### config.mk
export PLATFORM = sky130hd
export DESIGN_NAME = sine_rom_reader
export DESIGN_NICKNAME = d
export VERILOG_FILES = /design/src/rtl/sine_pkg.sv /design/src/rtl/phase_accumulator.sv /design/src/rtl/sine_rom_reader.sv
export SDC_FILE = /design/constraint.sdc
export NUM_CORES = 1
export LEC_CHECK = 0
export ABC_AREA = 1
export BUFFER_PORTS_ARGS = -buffer_cell sky130_fd_sc_hd__buf_2
export CAP_MARGIN = 30
export CORE_ASPECT_RATIO = 1.25
export CORE_UTILIZATION = 45
export CTS_CLUSTER_SIZE = 25
export DETAILED_ROUTE_END_ITERATION = 12
export PLACE_DENSITY = 0.88
export SLEW_MARGIN = 20
export SYNTH_ARGS = -nofsm -noshare
export SYNTH_HDL_FRONTEND = slang
export SYNTH_SLANG_ARGS = --single-unit
### constraint.sdc
create_clock -name clk -period 1.7 [get_ports clk]
set_input_delay 0.17 -clock clk [delete_from_list [all_inputs] [get_ports clk]]
set_output_delay 0.17 -clock clk [all_outputs]
set_load 0.1 [all_outputs]
### src/rtl/sine_pkg.sv
// Shared constants, quadrant encoding and saturating negate for the sine ROM reader.
// The quarter-wave build is selected by defining SINE_QUARTER_WAVE_EN.
package sine_pkg;

  localparam int DEF_PHASE_W = 16;
  localparam int DEF_ADDR_W  = 6;
  localparam int DEF_DATA_W  = 32;

  typedef enum logic [1:0] {
    QUAD_0 = 2'd0,
    QUAD_1 = 2'd1,
    QUAD_2 = 2'd2,
    QUAD_3 = 2'd3
  } quad_t;

  // Two's-complement negate; the most negative value clamps to the most positive.
  function automatic logic [DEF_DATA_W-1:0] sat_negate(input logic [DEF_DATA_W-1:0] x);
    logic [DEF_DATA_W-1:0] most_neg;
    most_neg = {1'b1, {(DEF_DATA_W-1){1'b0}}};
    if (x == most_neg) return ~most_neg;
    return (~x) + 1'b1;
  endfunction

endpackage

### src/rtl/phase_accumulator.sv
// Phase accumulator: adds tuning_word on every step, wrapping modulo 2^PHASE_W.
module phase_accumulator import sine_pkg::*; #(
  parameter int PHASE_W = DEF_PHASE_W
) (
  input  logic               clk,
  input  logic               rst,
  input  logic               step,
  input  logic [PHASE_W-1:0] tuning_word,
  output logic [PHASE_W-1:0] phase
);

  always_ff @(posedge clk) begin
    if (rst) begin
      phase <= '0;
    end else if (step) begin
      phase <= phase + tuning_word;
    end
  end

endmodule

### src/rtl/sine_rom_reader.sv
// Turns accepted ticks into ROM reads and presents one captured sample per tick, 3 cycles later.
// Define SINE_QUARTER_WAVE_EN for the quarter-wave table with mirrored addressing and sign.
module sine_rom_reader import sine_pkg::*; #(
  parameter int PHASE_W = DEF_PHASE_W,
  parameter int ADDR_W  = DEF_ADDR_W,
  parameter int DATA_W  = DEF_DATA_W
) (
  input  logic               clk,
  input  logic               rst,
  input  logic               tick,
  input  logic               enable,
  input  logic [PHASE_W-1:0] tuning_word,
  output logic               rom_en,
  output logic [ADDR_W-1:0]  rom_addr,
  input  logic [DATA_W-1:0]  rom_data,
  output logic [DATA_W-1:0]  sample,
  output logic               sample_valid,
  output logic [PHASE_W-1:0] phase
);

  logic              accept;
  logic [ADDR_W-1:0] index;
  logic              access_valid;
  logic [DATA_W-1:0] capture;

  assign accept = tick & enable;

  phase_accumulator #(.PHASE_W(PHASE_W)) u_phase (
    .clk         (clk),
    .rst         (rst),
    .step        (accept),
    .tuning_word (tuning_word),
    .phase       (phase)
  );

`ifdef SINE_QUARTER_WAVE_EN
  quad_t             quad;
  logic [ADDR_W-1:0] base;
  logic              negate;
  logic              negate_issue;
  logic              negate_access;

  assign quad   = quad_t'(phase[PHASE_W-1 -: 2]);
  assign base   = phase[PHASE_W-3 -: ADDR_W];
  // Odd quadrants walk the quarter table backwards; the lower half-wave is negated.
  assign index  = (quad == QUAD_1 || quad == QUAD_3) ? ~base : base;
  assign negate = (quad == QUAD_2 || quad == QUAD_3);

  always_ff @(posedge clk) begin
    if (rst) begin
      negate_issue  <= 1'b0;
      negate_access <= 1'b0;
    end else begin
      if (accept) negate_issue <= negate;
      negate_access <= negate_issue;
    end
  end

  assign capture = negate_access ? DATA_W'(sat_negate(DEF_DATA_W'(rom_data))) : rom_data;
`else
  assign index   = phase[PHASE_W-1 -: ADDR_W];
  assign capture = rom_data;
`endif

  // rom_en doubles as the issue-stage valid bit.
  always_ff @(posedge clk) begin
    if (rst) begin
      rom_en       <= 1'b0;
      rom_addr     <= '0;
      access_valid <= 1'b0;
      sample_valid <= 1'b0;
      sample       <= '0;
    end else begin
      rom_en       <= accept;
      access_valid <= rom_en;
      sample_valid <= access_valid;
      if (accept)       rom_addr <= index;
      if (access_valid) sample   <= capture;
    end
  end

endmodule

==> flow_summary_export.csv <==
group,metric,value,unit
sta,hold_viol,0,
sta,rsz0062_at_grt,"yes",
synthesis,ys_seq_area_share,39.24,%
floorplan,start_util,46.85,%
setup_path,rrSetupSlack,0.002,ns
placement,dp_hpwl,5557,µm
synthesis,synth_top_family_by_area,"simple AND/OR/NAND/NOR gates",
synthesis,synth_adder_area_share,7.143,%
floorplan,core_area,6206,µm²
setup_path,crit_type,"flip-flop to flip-flop",
sta,period_share,99.89,%
setup_path,crit_required,1.94,ns
pwr,power_density,1026,nW/µm²
run,cap_violations,0,
placement,gp_congestion,0.8530,
pwr,p_leak,2.180,nW
clocking,cts.sinks,57,
final_layout,fin_area,3880,µm²
synthesis,synthCells,431,
pwr,seqPwrFrac,36.2,%
sta,relSlewSlack,65.37,%
clocking,ctsResizeCount,0,
global_routing,groute.usage.overall,23.67,%
setup_path,r2r_cells,12,
setup_path,start_kind,"flip-flop",
detailed_routing,wirelength,7535,µm
outcome,status,"complete, no violations",
synthesis,synth_xor_xnor_area_share,1.506,%
worst_hold_path,hold_end,"sample[11]$_SDFFE_PP0P_",
pwr,switching_share,36.61,%
placement,dpl_cell_area,3627,µm²
clocking,cts_buffer_depth,2,
synthesis,yosysUniqueCellTypes,28,
sta,finalMaxSlewViolations,0,
pwr,p_comb_share,27.7,%
synthesis,synth_compound_area_share,10.50,%
setup_path,crit_fanout,3,
synthesis,synth_warnings,0,
global_routing,first_global_vias,3150,
clocking,cts_made_buffers,9,
setup_path,arrival,1.94,ns
clocking,h-tree-depth,3,
final_layout,final_net_count,609,
detailed_routing,drc,0,
setup_path,timing.rr.start,"u_phase.phase[0]$_SDFFE_PP0P_",
global_routing,globalRoute.totalOverflow,0,
synthesis,syn_area,2908,µm²
detailed_routing,drt_iter0_markers,94,
synthesis,synth_seq_cells,57,
worst_hold_path,hold_depth,3,
synthesis,synth_simple_gate_area_share,32.36,%
sta,setup_viol,0,
final_layout,area_growth,33.43,%
floorplan,die_w,73.90,µm
clocking,postCtsSetupRepairBufs,0,
global_routing,grt_max_degree,33,
detailed_routing,vias,3047,
setup_path,endpoint_kind,"flip-flop",
pwr,peakVddDrop,0.7061,mV
pwr,power.switching,1.457,mW
final_layout,fill_cells,503,
detailed_routing,ant_nets,0,
floorplan,rows,32,
floorplan,die_height,91.88,µm
floorplan,die-area,6790,µm²
clocking,cts_hold_buf,0,
floorplan,io_pins,108,
sta,setup_tns,0,ns
clocking,cts-root-buf,"clkbuf_8",
worst_hold_path,min-delay-start,"rom_data[11]",
setup_path,r2r-end,"u_phase.phase[14]$_SDFFE_PP0P_",
final_layout,n_antenna_cell,0,
clocking,clk_pin_slew_worst_paths,0.07,ns
pwr,pwr-share-clk,36.0,%
sta,fmax,0.5889,GHz
detailed_routing,first_pass_iters,5,
synthesis,synthMuxAreaShare,0,%
synthesis,syn_nets,499,
detailed_routing,routed_via_density,4.829,
sta,finalClockSkew,0.006571,ns
pwr,p_int,2.523,mW
detailed_routing,routedWlPerCell,11.94,µm
final_layout,drive_above_1_share,32.23,%
global_routing,antenna_found_initial,0,
worst_hold_path,hp-class,"primary input to flip-flop",
placement,numPortBuffers,107,
synthesis,syn_area_per_cell,6.747,µm²
pwr,power.total,3.980,mW
sta,worstMarginPinSlew,0.5231,ns
global_routing,grt_pass1_wl,12570,µm
clocking,insertion_delay,0.34,ns
sta,finalCriticalPeriod,1.698,ns
clocking,cts_tree,"yes",
worst max-delay path by stage:
stage                                        startpoint                        endpoint  depth (start not counted)
after floorplan           u_phase.phase[0]$_SDFFE_PP0P_   u_phase.phase[8]$_SDFFE_PP0P_                         11
after global placement    u_phase.phase[0]$_SDFFE_PP0P_   u_phase.phase[8]$_SDFFE_PP0P_                         11
after detailed placement  u_phase.phase[0]$_SDFFE_PP0P_  u_phase.phase[14]$_SDFFE_PP0P_                         12
after CTS                 u_phase.phase[0]$_SDFFE_PP0P_  u_phase.phase[14]$_SDFFE_PP0P_                         12
after global routing      u_phase.phase[0]$_SDFFE_PP0P_  u_phase.phase[14]$_SDFFE_PP0P_                         12
final                     u_phase.phase[0]$_SDFFE_PP0P_  u_phase.phase[14]$_SDFFE_PP0P_                         12
per-layer routing:
layer / routed length (µm) / vias to the layer above / GRT usage [%]
li1: - / 1562 / -
met1: 3045 / 1355 / 23.55
met2: 3766 / 112 / 42.35
met3: 535 / 18 / 7.582
met4: 188 / 0 / 12.34
met5: 0 / - / 0
cell type report:
type                            count  area, µm²  area share (%)
Multi-Input combinational cell    303       1534           39.54
Sequential cell                    57       1197           30.86
Timing Repair Buffer              114      600.6           15.48
Inverter                           56      210.2           5.418
Clock buffer                       11      173.9           4.482
Tap cell                           85      106.4           2.741
Clock inverter                      5      57.56           1.483
power by group through the flow:
stage	clock, mW	sequential (mW)	combinational [mW]
finish	1.43	1.44	1.10
global route	1.50	1.45	1.19
CTS	1.45	1.44	1.09
detailed placement	0	1.47	1.09
global placement	0	1.47	1.07
floorplan	0	1.94	0.391
flip-flops by register name (all words and copies together) (netlist names):
| name | count |
|---|---|
| sample | 32 |
| access_valid | 1 |
| rom_addr | 6 |
| sample_valid | 1 |
| rom_en | 1 |
| u_phase.phase | 16 |
kinds of logic after synthesis:
logic type                 after synthesis
AOI/OAI and AO/OA                       58
xor gates and xnor gates                 5
adders and majority gates               16
buffers and inverters                   71
DFF                                     57
and+or+nand+nor                        224
critical path: stages, from the launching register on:
cell	delay (ns)
dfxtp_4	0.36
ha_4	0.16
fa_2	0.35
nand2_1	0.08
nand2_1	0.06
nand3b_1	0.12
nand2_2	0.09
nand2_1	0.08
nand2_1	0.07
nand2_1	0.08
nand3_1	0.06
nand2_1	0.07
inv_1	0.04
cells in the mapped netlist (all sizes together):
| master | number | share of area [%] |
|---|---|---|
| nand3 | 22 | 4.1 |
| clkbuf | 11 | 1.4 |
| o21ai | 44 | 7.6 |
| xor2 | 1 | 0.30 |
| dfxtp | 57 | 39 |
| nor3 | 3 | 1.0 |
| nor2 | 109 | 14 |
| clkinv | 1 | 0.13 |
| or2 | 2 | 0.52 |
| nand2 | 85 | 12 |
| a21oi | 11 | 2.2 |
| fa | 1 | 0.69 |
| ha | 15 | 6.5 |
| nand4 | 1 | 0.22 |
| nand3b | 1 | 0.26 |
| o211ai | 3 | 0.77 |
| buf | 4 | 0.60 |
| and2 | 1 | 0.30 |
| inv | 55 | 7.1 |
| xnor2 | 4 | 1.2 |
layout by cell type, fill, tap and decap left out, types with 11 or more instances in the layout:
master	synthesis	routed
dfxtp_4	0	15
inv_1	51	51
nor2_1	108	108
buf_2	2	107
o21ai_0	43	43
nand2_2	9	11
dfxtp_1	57	42
nand2_1	76	74
ha_1	15	13
nand3_1	20	18
stage by stage:
step                hold WS, ns  util (%)  setup slack [ns]  std cells
finish                  0.05195     62.52          0.001929        631
global route            0.05468     62.52           -0.1127        631
CTS                     0.04764     62.18           0.04950        631
detailed placement       0.3969     58.45           0.06338        615
global placement         0.3910     58.45            0.1092        615
floorplan                0.3049         -          0.005343        431
Power figures use the tool's default switching activity.
